File: src/rtl/sevenseg_scan_scheduler.sv
// ---------------------------------------------------------------------------
// sevenseg_scan_scheduler
//
// Purpose
//   Time-multiplexes one active-low 7-segment bus across NUM_DIGITS
//   common-anode digits. New hex values and blink masks are written into a
//   single-entry pending buffer. That buffer is copied to the display
//   registers only at a frame boundary, so a frame never mixes old and new
//   digits. Digits that are set in the blink mask flash from one shared blink
//   phase, so all blinking digits stay in step.
//
// Build option
//   SEVENSEG_GHOST_BLANK_EN : when defined, every digit drive period is
//   followed by BLANK_CYCLES cycles with all digits and segments off. This
//   suppresses ghosting on slow digit drivers. When undefined, digits are
//   driven back-to-back and BLANK_CYCLES has no effect.
//
// Ports
//   iClk        in   clock, rising edge
//   nRst        in   asynchronous reset, active-low
//   iValue      in   4*NUM_DIGITS hex nibbles; digit k = iValue[4k+3:4k]
//   iBlinkMask  in   NUM_DIGITS; 1 = digit k blinks
//   iLoad       in   write strobe
//   oReady      out  pending buffer empty
//   oDigitSel   out  active-low digit enables; at most one bit is low
//   oSeg        out  active-low segments {g,f,e,d,c,b,a}
//   oFrameTick  out  1-cycle pulse when digit 0 is shown again after a wrap
//
// Handshake
//   A write is accepted on any rising edge where iLoad && oReady. oReady
//   then stays low until the frame boundary that moves the pending entry into
//   the display registers, and it rises in the cycle after that boundary.
//   iLoad while oReady is low is dropped; there is no queueing.
//
// Parameters SCAN_DIV, BLINK_DIV and BLANK_CYCLES must each be at least 1.
// ---------------------------------------------------------------------------
module sevenseg_scan_scheduler #(
    parameter int          NUM_DIGITS   = 4,
    parameter logic [31:0] SCAN_DIV     = 32'd50_000,
    parameter logic [31:0] BLINK_DIV    = 32'd25_000_000,
    parameter logic [15:0] BLANK_CYCLES = 16'd500
) (
    input  logic                    iClk,
    input  logic                    nRst,
    input  logic [4*NUM_DIGITS-1:0] iValue,
    input  logic [NUM_DIGITS-1:0]   iBlinkMask,
    input  logic                    iLoad,
    output logic                    oReady,
    output logic [NUM_DIGITS-1:0]   oDigitSel,
    output logic [6:0]              oSeg,
    output logic                    oFrameTick
);

    localparam int              IDX_W    = $clog2(NUM_DIGITS);
    localparam logic [IDX_W-1:0] LAST_IDX = IDX_W'(NUM_DIGITS - 1);

    // Scan and blink state
    logic [IDX_W-1:0]        r_idx;
    logic [31:0]             r_scan_cnt;
    logic [31:0]             r_blink_cnt;
    logic                    r_blink_off;

    // Display and pending buffers
    logic [4*NUM_DIGITS-1:0] r_disp_val;
    logic [NUM_DIGITS-1:0]   r_disp_mask;
    logic [4*NUM_DIGITS-1:0] r_pend_val;
    logic [NUM_DIGITS-1:0]   r_pend_mask;
    logic                    r_pend_full;

    // Registered outputs
    logic                    r_wrapped;
    logic [NUM_DIGITS-1:0]   r_digit_sel;
    logic [6:0]              r_seg;
    logic                    r_frame_tick;

    // Combinational control
    logic                    w_cnt_clr;   // scan counter restarts next cycle
    logic                    w_step;      // index advances to the next digit
    logic                    w_driving;   // a digit is being driven (not blanked)
    logic                    w_boundary;
    logic                    w_accept;
    logic                    w_blink_end;
    logic [IDX_W-1:0]        w_idx_nxt;
    logic [3:0]              w_nibble;
    logic [6:0]              w_seg_dec;
    logic [6:0]              w_seg_nxt;
    logic [NUM_DIGITS-1:0]   w_sel_nxt;

    function automatic logic [6:0] hex_to_seg(input logic [3:0] nib);
        logic [6:0] seg;
        case (nib)
            4'h0:    seg = 7'b1000000;
            4'h1:    seg = 7'b1111001;
            4'h2:    seg = 7'b0100100;
            4'h3:    seg = 7'b0110000;
            4'h4:    seg = 7'b0011001;
            4'h5:    seg = 7'b0010010;
            4'h6:    seg = 7'b0000010;
            4'h7:    seg = 7'b1111000;
            4'h8:    seg = 7'b0000000;
            4'h9:    seg = 7'b0011000;
            4'hA:    seg = 7'b0001000;
            4'hB:    seg = 7'b0000011;
            4'hC:    seg = 7'b1000110;
            4'hD:    seg = 7'b0100001;
            4'hE:    seg = 7'b0000110;
            default: seg = 7'b0001110;
        endcase
        return seg;
    endfunction

`ifdef SEVENSEG_GHOST_BLANK_EN
    // Drive/blank sequencer. r_state is the observable sequencer state.
    typedef enum logic {
        ST_DRIVE = 1'b0,
        ST_BLANK = 1'b1
    } scan_state_t;

    scan_state_t r_state;
    scan_state_t w_state_nxt;

    always_ff @(posedge iClk or negedge nRst) begin
        if (!nRst) begin
            r_state <= ST_DRIVE;
        end else begin
            r_state <= w_state_nxt;
        end
    end

    // The scan counter is shared: it times the drive period in ST_DRIVE and
    // the blanking gap in ST_BLANK. The index only moves when blanking ends.
    always_comb begin
        w_state_nxt = r_state;
        w_cnt_clr   = 1'b0;
        w_step      = 1'b0;
        w_driving   = 1'b1;
        case (r_state)
            ST_DRIVE: begin
                if (r_scan_cnt == SCAN_DIV - 32'd1) begin
                    w_state_nxt = ST_BLANK;
                    w_cnt_clr   = 1'b1;
                end
            end
            ST_BLANK: begin
                w_driving = 1'b0;
                if (r_scan_cnt == {16'd0, BLANK_CYCLES} - 32'd1) begin
                    w_state_nxt = ST_DRIVE;
                    w_cnt_clr   = 1'b1;
                    w_step      = 1'b1;
                end
            end
            default: begin
                w_state_nxt = ST_DRIVE;
            end
        endcase
    end
`else
    logic w_unused_blank;
    assign w_unused_blank = ^BLANK_CYCLES;

    always_comb begin
        w_cnt_clr = (r_scan_cnt == SCAN_DIV - 32'd1);
        w_step    = w_cnt_clr;
        w_driving = 1'b1;
    end
`endif

    always_comb begin
        w_boundary  = w_step && (r_idx == LAST_IDX);
        w_idx_nxt   = (r_idx == LAST_IDX) ? '0 : r_idx + IDX_W'(1);
        w_accept    = iLoad && !r_pend_full;
        w_blink_end = (r_blink_cnt == BLINK_DIV - 32'd1);
        w_nibble    = r_disp_val[{r_idx, 2'b00} +: 4];
        w_seg_dec   = hex_to_seg(w_nibble);

        // Next output values come from the current index/data, so the pins
        // lag the internal index by one cycle.
        w_sel_nxt = '1;
        w_seg_nxt = 7'h7F;
        if (w_driving) begin
            w_sel_nxt = ~(NUM_DIGITS'(1) << r_idx);
            if (!(r_disp_mask[r_idx] && r_blink_off)) begin
                w_seg_nxt = w_seg_dec;
            end
        end
    end

    // Scan index and counter
    always_ff @(posedge iClk or negedge nRst) begin
        if (!nRst) begin
            r_scan_cnt <= '0;
            r_idx      <= '0;
        end else begin
            r_scan_cnt <= w_cnt_clr ? 32'd0 : r_scan_cnt + 32'd1;
            if (w_step) begin
                r_idx <= w_idx_nxt;
            end
        end
    end

    // Blink timebase runs regardless of the mask so every blinking digit
    // shares the same phase.
    always_ff @(posedge iClk or negedge nRst) begin
        if (!nRst) begin
            r_blink_cnt <= '0;
            r_blink_off <= 1'b0;
        end else if (w_blink_end) begin
            r_blink_cnt <= '0;
            r_blink_off <= ~r_blink_off;
        end else begin
            r_blink_cnt <= r_blink_cnt + 32'd1;
        end
    end

    // Pending buffer and display registers. Apply needs a full buffer and
    // accept needs an empty one, so the two never happen in the same cycle;
    // a write landing on a boundary cycle waits for the next boundary.
    always_ff @(posedge iClk or negedge nRst) begin
        if (!nRst) begin
            r_pend_val  <= '0;
            r_pend_mask <= '0;
            r_pend_full <= 1'b0;
            r_disp_val  <= '0;
            r_disp_mask <= '0;
        end else if (w_boundary && r_pend_full) begin
            r_disp_val  <= r_pend_val;
            r_disp_mask <= r_pend_mask;
            r_pend_full <= 1'b0;
        end else if (w_accept) begin
            r_pend_val  <= iValue;
            r_pend_mask <= iBlinkMask;
            r_pend_full <= 1'b1;
        end
    end

    // Output registers. r_wrapped delays the boundary by one cycle so the
    // frame tick lines up with oDigitSel first showing digit 0.
    always_ff @(posedge iClk or negedge nRst) begin
        if (!nRst) begin
            r_wrapped    <= 1'b0;
            r_frame_tick <= 1'b0;
            r_digit_sel  <= '1;
            r_seg        <= 7'h7F;
        end else begin
            r_wrapped    <= w_boundary;
            r_frame_tick <= r_wrapped;
            r_digit_sel  <= w_sel_nxt;
            r_seg        <= w_seg_nxt;
        end
    end

    assign oReady     = ~r_pend_full;
    assign oDigitSel  = r_digit_sel;
    assign oSeg       = r_seg;
    assign oFrameTick = r_frame_tick;

endmodule
File: config.mk
export PLATFORM = sky130hd
export DESIGN_NAME = sevenseg_scan_scheduler
export DESIGN_NICKNAME = d
export VERILOG_FILES = /design/src/rtl/sevenseg_scan_scheduler.sv
export SDC_FILE = /design/constraint.sdc
export NUM_CORES = 1
export LEC_CHECK = 0
export CAP_MARGIN = 20
export CELL_PAD_IN_SITES_DETAIL_PLACEMENT = 0
export CELL_PAD_IN_SITES_GLOBAL_PLACEMENT = 1
export CORE_ASPECT_RATIO = 1.25
export CORE_MARGIN = 3
export CORE_UTILIZATION = 48
export DETAILED_ROUTE_END_ITERATION = 8
export PLACE_DENSITY = 0.89
export RECOVER_POWER = 50
export SLEW_MARGIN = 10
export SYNTH_ARGS = -nofsm -noshare
export SYNTH_HDL_FRONTEND = slang
export SYNTH_SLANG_ARGS = --single-unit
File: constraint.sdc
create_clock -name iClk -period 3 [get_ports iClk]
set_clock_uncertainty 0.15 [all_clocks]
set_input_delay 0.9 -clock iClk [delete_from_list [all_inputs] [get_ports iClk]]
set_output_delay 0.9 -clock iClk [all_outputs]
set_load 0.01 [all_outputs]
==> results of run 1 <==
## state kept, by name (all words and copies together), names as in the netlist
register     count
r_blink_cnt     32
r_pend_mask      4
r_scan_cnt      32
r_idx            2
oSeg             7
oFrameTick       1
r_pend_val      16
oDigitSel        4
r_blink_off      1
r_disp_mask      4
r_disp_val      16
r_wrapped        1
r_pend_full      1
## cell type report
class                      instances  area (um^2)  area share (%)
clock buffer                      18          439            6.37
clock inverter                    14          173            2.51
inverter                          24         90.1            1.31
multi-input combinational        321         2540            36.8
sequential                       121         3040            44.1
tap                              161          201            2.92
timing repair buffer              42          409            5.94
## placed cells by master, fill, tap and decap left out, types with 5 or more instances in the layout
| master | count |
|---|---|
| a21oi_1 | 10 |
| and4_1 | 9 |
| clkbuf_16 | 17 |
| clkdlybuf4s50_1 | 34 |
| clkinvlp_4 | 5 |
| dfrtp_1 | 110 |
| dfstp_2 | 11 |
| ha_1 | 11 |
| inv_1 | 24 |
| mux2_2 | 21 |
| mux2_4 | 19 |
| mux4_2 | 5 |
| nand2_1 | 29 |
| nand3_1 | 17 |
| nand4_1 | 20 |
| nor2_1 | 24 |
| nor2b_1 | 5 |
| nor3_1 | 14 |
| nor4_1 | 20 |
| o21ai_0 | 7 |
| o221ai_1 | 5 |
| o31ai_1 | 7 |
| or4_1 | 9 |
| xnor2_1 | 14 |
| xor2_1 | 37 |
## final timing paths
path | depth (start not counted) | to | slack, ps | start
max in group asynchronous | 2 | r_blink_cnt[5]$_DFF_PN0_ | 840 | nRst
min reg2reg | 0 | oFrameTick$_DFF_PN0_ | 200 | r_wrapped$_DFF_PN0_
min in group asynchronous | 2 | r_blink_cnt[22]$_DFF_PN0_ | 860 | nRst
min | 0 | oFrameTick$_DFF_PN0_ | 200 | r_wrapped$_DFF_PN0_
max | 2 | oReady | 460 | r_pend_full$_DFFE_PN0P_
max reg2reg | 5 | r_disp_mask[1]$_DFFE_PN0P_ | 590 | r_scan_cnt[4]$_DFF_PN0_
## metrics by stage
| step | hold WS, ps | cell area (um^2) |
|---|---|---|
| final | 196 | 6890 |
| after global routing | 209 | 6890 |
| after CTS | 198 | 6910 |
| after detailed placement | 186 | 6300 |
| after global placement | 182 | 6300 |
| after floorplan | 181 | 5750 |
## layer usage
metal | share of wire, % | vias up
met3 | 3.8 | 23
met4 | 2.1 | 2
li1 | - | 1837
met2 | 50 | 69
met1 | 44 | 1902
met5 | 0.12 | -
## power by group through the flow
stage	clock network, uW	logic [uW]	registers, uW
2_1_floorplan	0	31.6	1710
3_3_place_gp	0	97.2	1720
3_5_place_dp	0	101	1720
4_1_cts	2110	102	1690
5_1_grt	2190	107	1700
6_report	2070	95.7	1690
## worst register-to-register path: stages (launching register included)
cell,delay (ps)
dfrtp_1,420
or4_4,560
nor4_4,430
nand4_4,120
buf_4,260
mux2_4,350
## cell families after synthesis
family                   after synthesis  synth area share, %
AND/OR/NAND/NOR                      177                 18.5
flip-flops                           121                 52.9
XOR/XNOR                              51                 7.76
multiplexers                          48                 11.5
buffers and inverters                 42                 3.09
AO/OA/AOI/OAI                         34                 3.85
adder cells (fa/ha/maj)               11                 2.39
==> impl_metrics.yaml, run 1 <==
detailed_routing:
  drtIter0Drc: 192
  dr_total_vias: 3833
  drtAntennaViolNets: 0
  post_drt_wl_per_cell_um: 16.1
  viasPerCell: 5.47
  drt_pass1_iterations: 4
  routed_wl_um: 11300
  drc: 0
timing:
  final.setup.tns_ps: 0
  fmax_mhz: 393
  worst_pin_slew_ps: 1600
  rsz0062_at_grt: "false"
  period_needed_ps: 2540
  setup_viol: 0
  drv_slew: 122
  setup_slack_ps: 458
  slew-limit-headroom_pct: -6.75
  hold_viol_final: 0
  finalCritPeriodShare_pct: 84.7
clocking:
  post_cts_buffers: 0
  cts.sinks: 121
  cts.clk_slew.worst_paths_ps: 50
  cts_buffer_depth: 2
  insertion_delay_ps: 410
  htreeDepth: 4
  cts-resized-gates: 0
  cts_root_buffer: "clkbuf_16"
  cts_inserted_buffers: 17
  cts_hold_buf: 0
  cts_tree: "yes"
finish:
  fill_cells: 950
  drive_above_1_share_pct: 20.2
  nets: 561
  n_antenna_cell: 0
  instances_no_fill: 701
  area_delta_synth_final_pct: 19.8
  post-route-util_pct: 59.0
yosys:
  yosys-top-cells-area: "dfrtp_1 48%, xor2_1 5.6%, dfstp_2 5.0%, mux2_4 5.0%, mux2_2 4.1%"
  yosys_warnings: 0
  yosysTopAreaCell: "dfrtp_1"
  syn_area_per_cell_um2: 11.9
  synth_top_area_share_pct: 47.8
  seq_area_frac_synth_pct: 52.9
  synth_ff_type: "dfrtp_1"
  ys_ff_latch: 121
  synth_edf_count: 0
  synth_cell_types: 48
  yosys-top-cells-count: "110 x dfrtp_1, 37 x xor2_1, 29 x nand2_1"
  async_reset_ff_share_pct: 100
  postSynthCellCount: 484
  synth.most_common_cell: "dfrtp_1"
  netlist_area_um2: 5750
  postSynthNetCount: 518
global_routing:
  grt_pass1_vias: 3860
  antenna_found_initial: 1
  grt_use_met2_pct: 29.0
  gr-usage-all-layers_pct: 18.3
  overflow: 0
  met3_usage_pct: 5.47
  met1_usage_pct: 24.0
  grt_max_degree: 122
  grt_first_pass_wirelength_um: 19300
  gr-max-usage-layer: "met2"
pwr:
  p_switching_uw: 810
  comb_power_share_pct: 2.5
  p_sw_share_pct: 21.0
  seqPwrFrac_pct: 43.8
  leakage_uw: 0.00307
  p_int_uw: 3050
  p_per_area_nw_per_um2: 560
  total_power_uw: 3860
  clockPowerShare_pct: 53.7
  ir_drop_mv: 0.396
critical_path:
  start_kind: "register"
  cp_max_fo: 4
  cp_data_required_time_ps: 1950
  worstSetupPathType: "register to output pin"
  critPathMaxStageDelay_ps: 540
  cp_data_arrival_time_ps: 1490
  path_buf_inv: 2
  crit_slowest_cell: "clkdlybuf4s50_1"
  crit_family: "buffers and inverters"
  crit_chain: "inv_1, clkdlybuf4s50_1"
  end_kind: "output pin"
die:
  die_h_um: 128
  initial_core_util_pct: 49.3
  core-area_um2: 11700
  dieArea_um2: 13300
  io_pins: 36
  dieWidth_um: 104
  num_rows: 44
place:
  gp_congestion: 0.838
  place_hpwl_um: 7660
  dp.cells: 669
  pre_cts_ws_ps: 515
  io_buffers: 35
flow_run:
  maxCapViolCount: 1
outcome:
  status: "finished, violations left"
  violations: "max-capacitance violations, max-slew violations"
min_path:
  hold_path_class: "register to register"
No activity file was read; power rests on OpenSTA's default activity.
==> inputs of run 2 (changes only) <==
Settings changed: CORE_UTILIZATION 48 to 44, PLACE_DENSITY 0.89 to 0.86.
Clock period 3 ns to 2.1 ns, I/O delays scaled along.
==> run 2 against run 1 <==
Compared with the run above:
- the run ends with negative setup slack left
- die area is 8.6% higher
- combinational power is 44% higher
- wire length is 9.3% higher
- final area increased by 7.1%
- clock-buffer cell count is 7 higher
- hold slack worse by 71 ps
- largest power group unchanged
- highest routed layer is now met4
==> impl_metrics.yaml, run 2 (synthesis results as in run 1) <==
outcome:
  status: "finished, violations left"
  violations: "negative setup slack"
timing:
  fmax_mhz: 451
  hold_viol_final: 0
  drv_slew: 0
  worst_pin_slew_ps: 902
  slew-limit-headroom_pct: 39.8
  period_needed_ps: 2220
  rsz0062_at_grt: "true"
  finalCritPeriodShare_pct: 106
  final.setup.tns_ps: -2250
  setup_slack_ps: -119
  fin_hold_ws_ps: 125
  setup_viol: 24
die:
  io_pins: 36
  core-area_um2: 12700
  dieArea_um2: 14500
  dieWidth_um: 108
  die_h_um: 134
  initial_core_util_pct: 45.2
  num_rows: 46
finish:
  final_common_cell: "dfrtp_1"
  post-route-util_pct: 58.0
  drive_above_1_share_pct: 30.5
  nets: 617
  top_regs: "r_blink_cnt (32), r_scan_cnt (32)"
  n_antenna_cell: 0
  area_delta_synth_final_pct: 28.3
  final_cell_mix: "108 x dfrtp_1, 54 x buf_4, 37 x xor2_1, 29 x nand2_1"
place:
  io_buffers: 35
  place_hpwl_um: 8590
  gp_congestion: 0.813
  pre_cts_ws_ps: -102
clocking:
  insertion_delay_ps: 420
  cts.clk_slew.worst_paths_ps: 50
  cts_root_buffer: "clkbuf_16"
  cts_buffer_depth: 2
  cts_tree: "yes"
  cts.sinks: 121
  htreeDepth: 4
  cts_inserted_buffers: 17
global_routing:
  antenna_found_initial: 0
  overflow: 0
  grt_max_degree: 39
  grt_pass1_vias: 4240
  gr-usage-all-layers_pct: 18.1
  grt_first_pass_wirelength_um: 20600
pwr:
  p_per_area_nw_per_um2: 734
  clockPowerShare_pct: 52.8
  seqPwrFrac_pct: 44.7
  leakage_uw: 0.00339
  ir_drop_mv: 0.600
  p_switching_uw: 1100
  p_sw_share_pct: 20.2
  p_int_uw: 4320
  total_power_uw: 5420
  comb_power_share_pct: 2.6
detailed_routing:
  drtAntennaViolNets: 0
  drc: 0
  drt_pass1_iterations: 6
  post_drt_wl_per_cell_um: 16.1
  drtIter0Drc: 233
  dr_total_vias: 4112
  routed_wl_um: 12300
  viasPerCell: 5.38
critical_path:
  reg2reg_slack_ps: -120
  cp_data_required_time_ps: 2250
  cp_data_arrival_time_ps: 2370
  worstSetupPathType: "register to register"
  cp_max_fo: 21
  end_kind: "register"
  start_kind: "register"
min_path:
  hold_path_class: "input pin to async pin"
flow_run:
  maxCapViolCount: 0
==> run 2: changes by cell type in the layout (fill, tap and decap cells not counted), sizes merged <==
cell           change
clkinvlp           -3
clkinv             -1
bufinv             -1
and2               +1
buf               +53
clkdlybuf4s50     -12
inv                -2
dlygate4sd2       +12
clkbuf             +9
==> run 2: per-layer routing <==
layer	up-vias	GRT usage (%)	part of all wire, %
met1	2073	22.6	42
met4	0	7.37	1.9
met2	68	30.3	53
met3	18	4.24	3.2
li1	1953	-	-
met5	-	0	0
==> run 2: power groups by stage <==
stage | clock, uW | sequential (uW) | combinational [uW]
2_1_floorplan | 0 | 2440 | 45.2
3_3_place_gp | 0 | 2460 | 145
3_5_place_dp | 0 | 2460 | 152
4_1_cts | 2890 | 2420 | 154
5_1_grt | 3010 | 2420 | 156
6_report | 2860 | 2420 | 138
==> run 2: repair_timing <==
item / 4_1_cts / 5_1_grt
pin swaps: 1 / 13
setup buffers: 0 / 4
hold buffers: 0 / 0
setup endpoints to repair: 45 / 36
gates cloned: 0 / 1
resized for setup: 15 / 28
==> run 2: layout make-up <==
type,instances,area (um^2)
sequential,121,3040
timing repair buffer,97,817
tap,168,210
inverter,24,92.6
clock inverter,7,90.1
multi-input combinational,322,2630
clock buffer,25,495
fill,1036,5340
==> run 2: worst paths after layout <==
check,from,to,cells past startpoint
worst max register to register,r_scan_cnt[13]$_DFF_PN0_,r_disp_val[15]$_DFFE_PN0P_,5
worst max-delay path,r_scan_cnt[13]$_DFF_PN0_,r_disp_val[15]$_DFFE_PN0P_,5
worst min-delay path,nRst,r_blink_cnt[7]$_DFF_PN0_,1
min in group iClk,r_wrapped$_DFF_PN0_,oFrameTick$_DFF_PN0_,0
max in group asynchronous,nRst,r_pend_val[9]$_DFFE_PN0P_,2
worst min register to register,r_wrapped$_DFF_PN0_,oFrameTick$_DFF_PN0_,0
==> run 2: worst max-delay path, cell delays in order, from the launching register on <==
cell     delay (ps)
dfrtp_1         380
or4_4           550
nor4_4          370
nand4_4         140
buf_12          190
mux2_4          310
==> run 2: stage by stage <==
step	instance area [um^2]	instances
4_1_cts	7290	759
3_5_place_dp	6710	727
3_3_place_gp	6710	727
6_report	7380	764
2_1_floorplan	5760	484
5_1_grt	7380	764
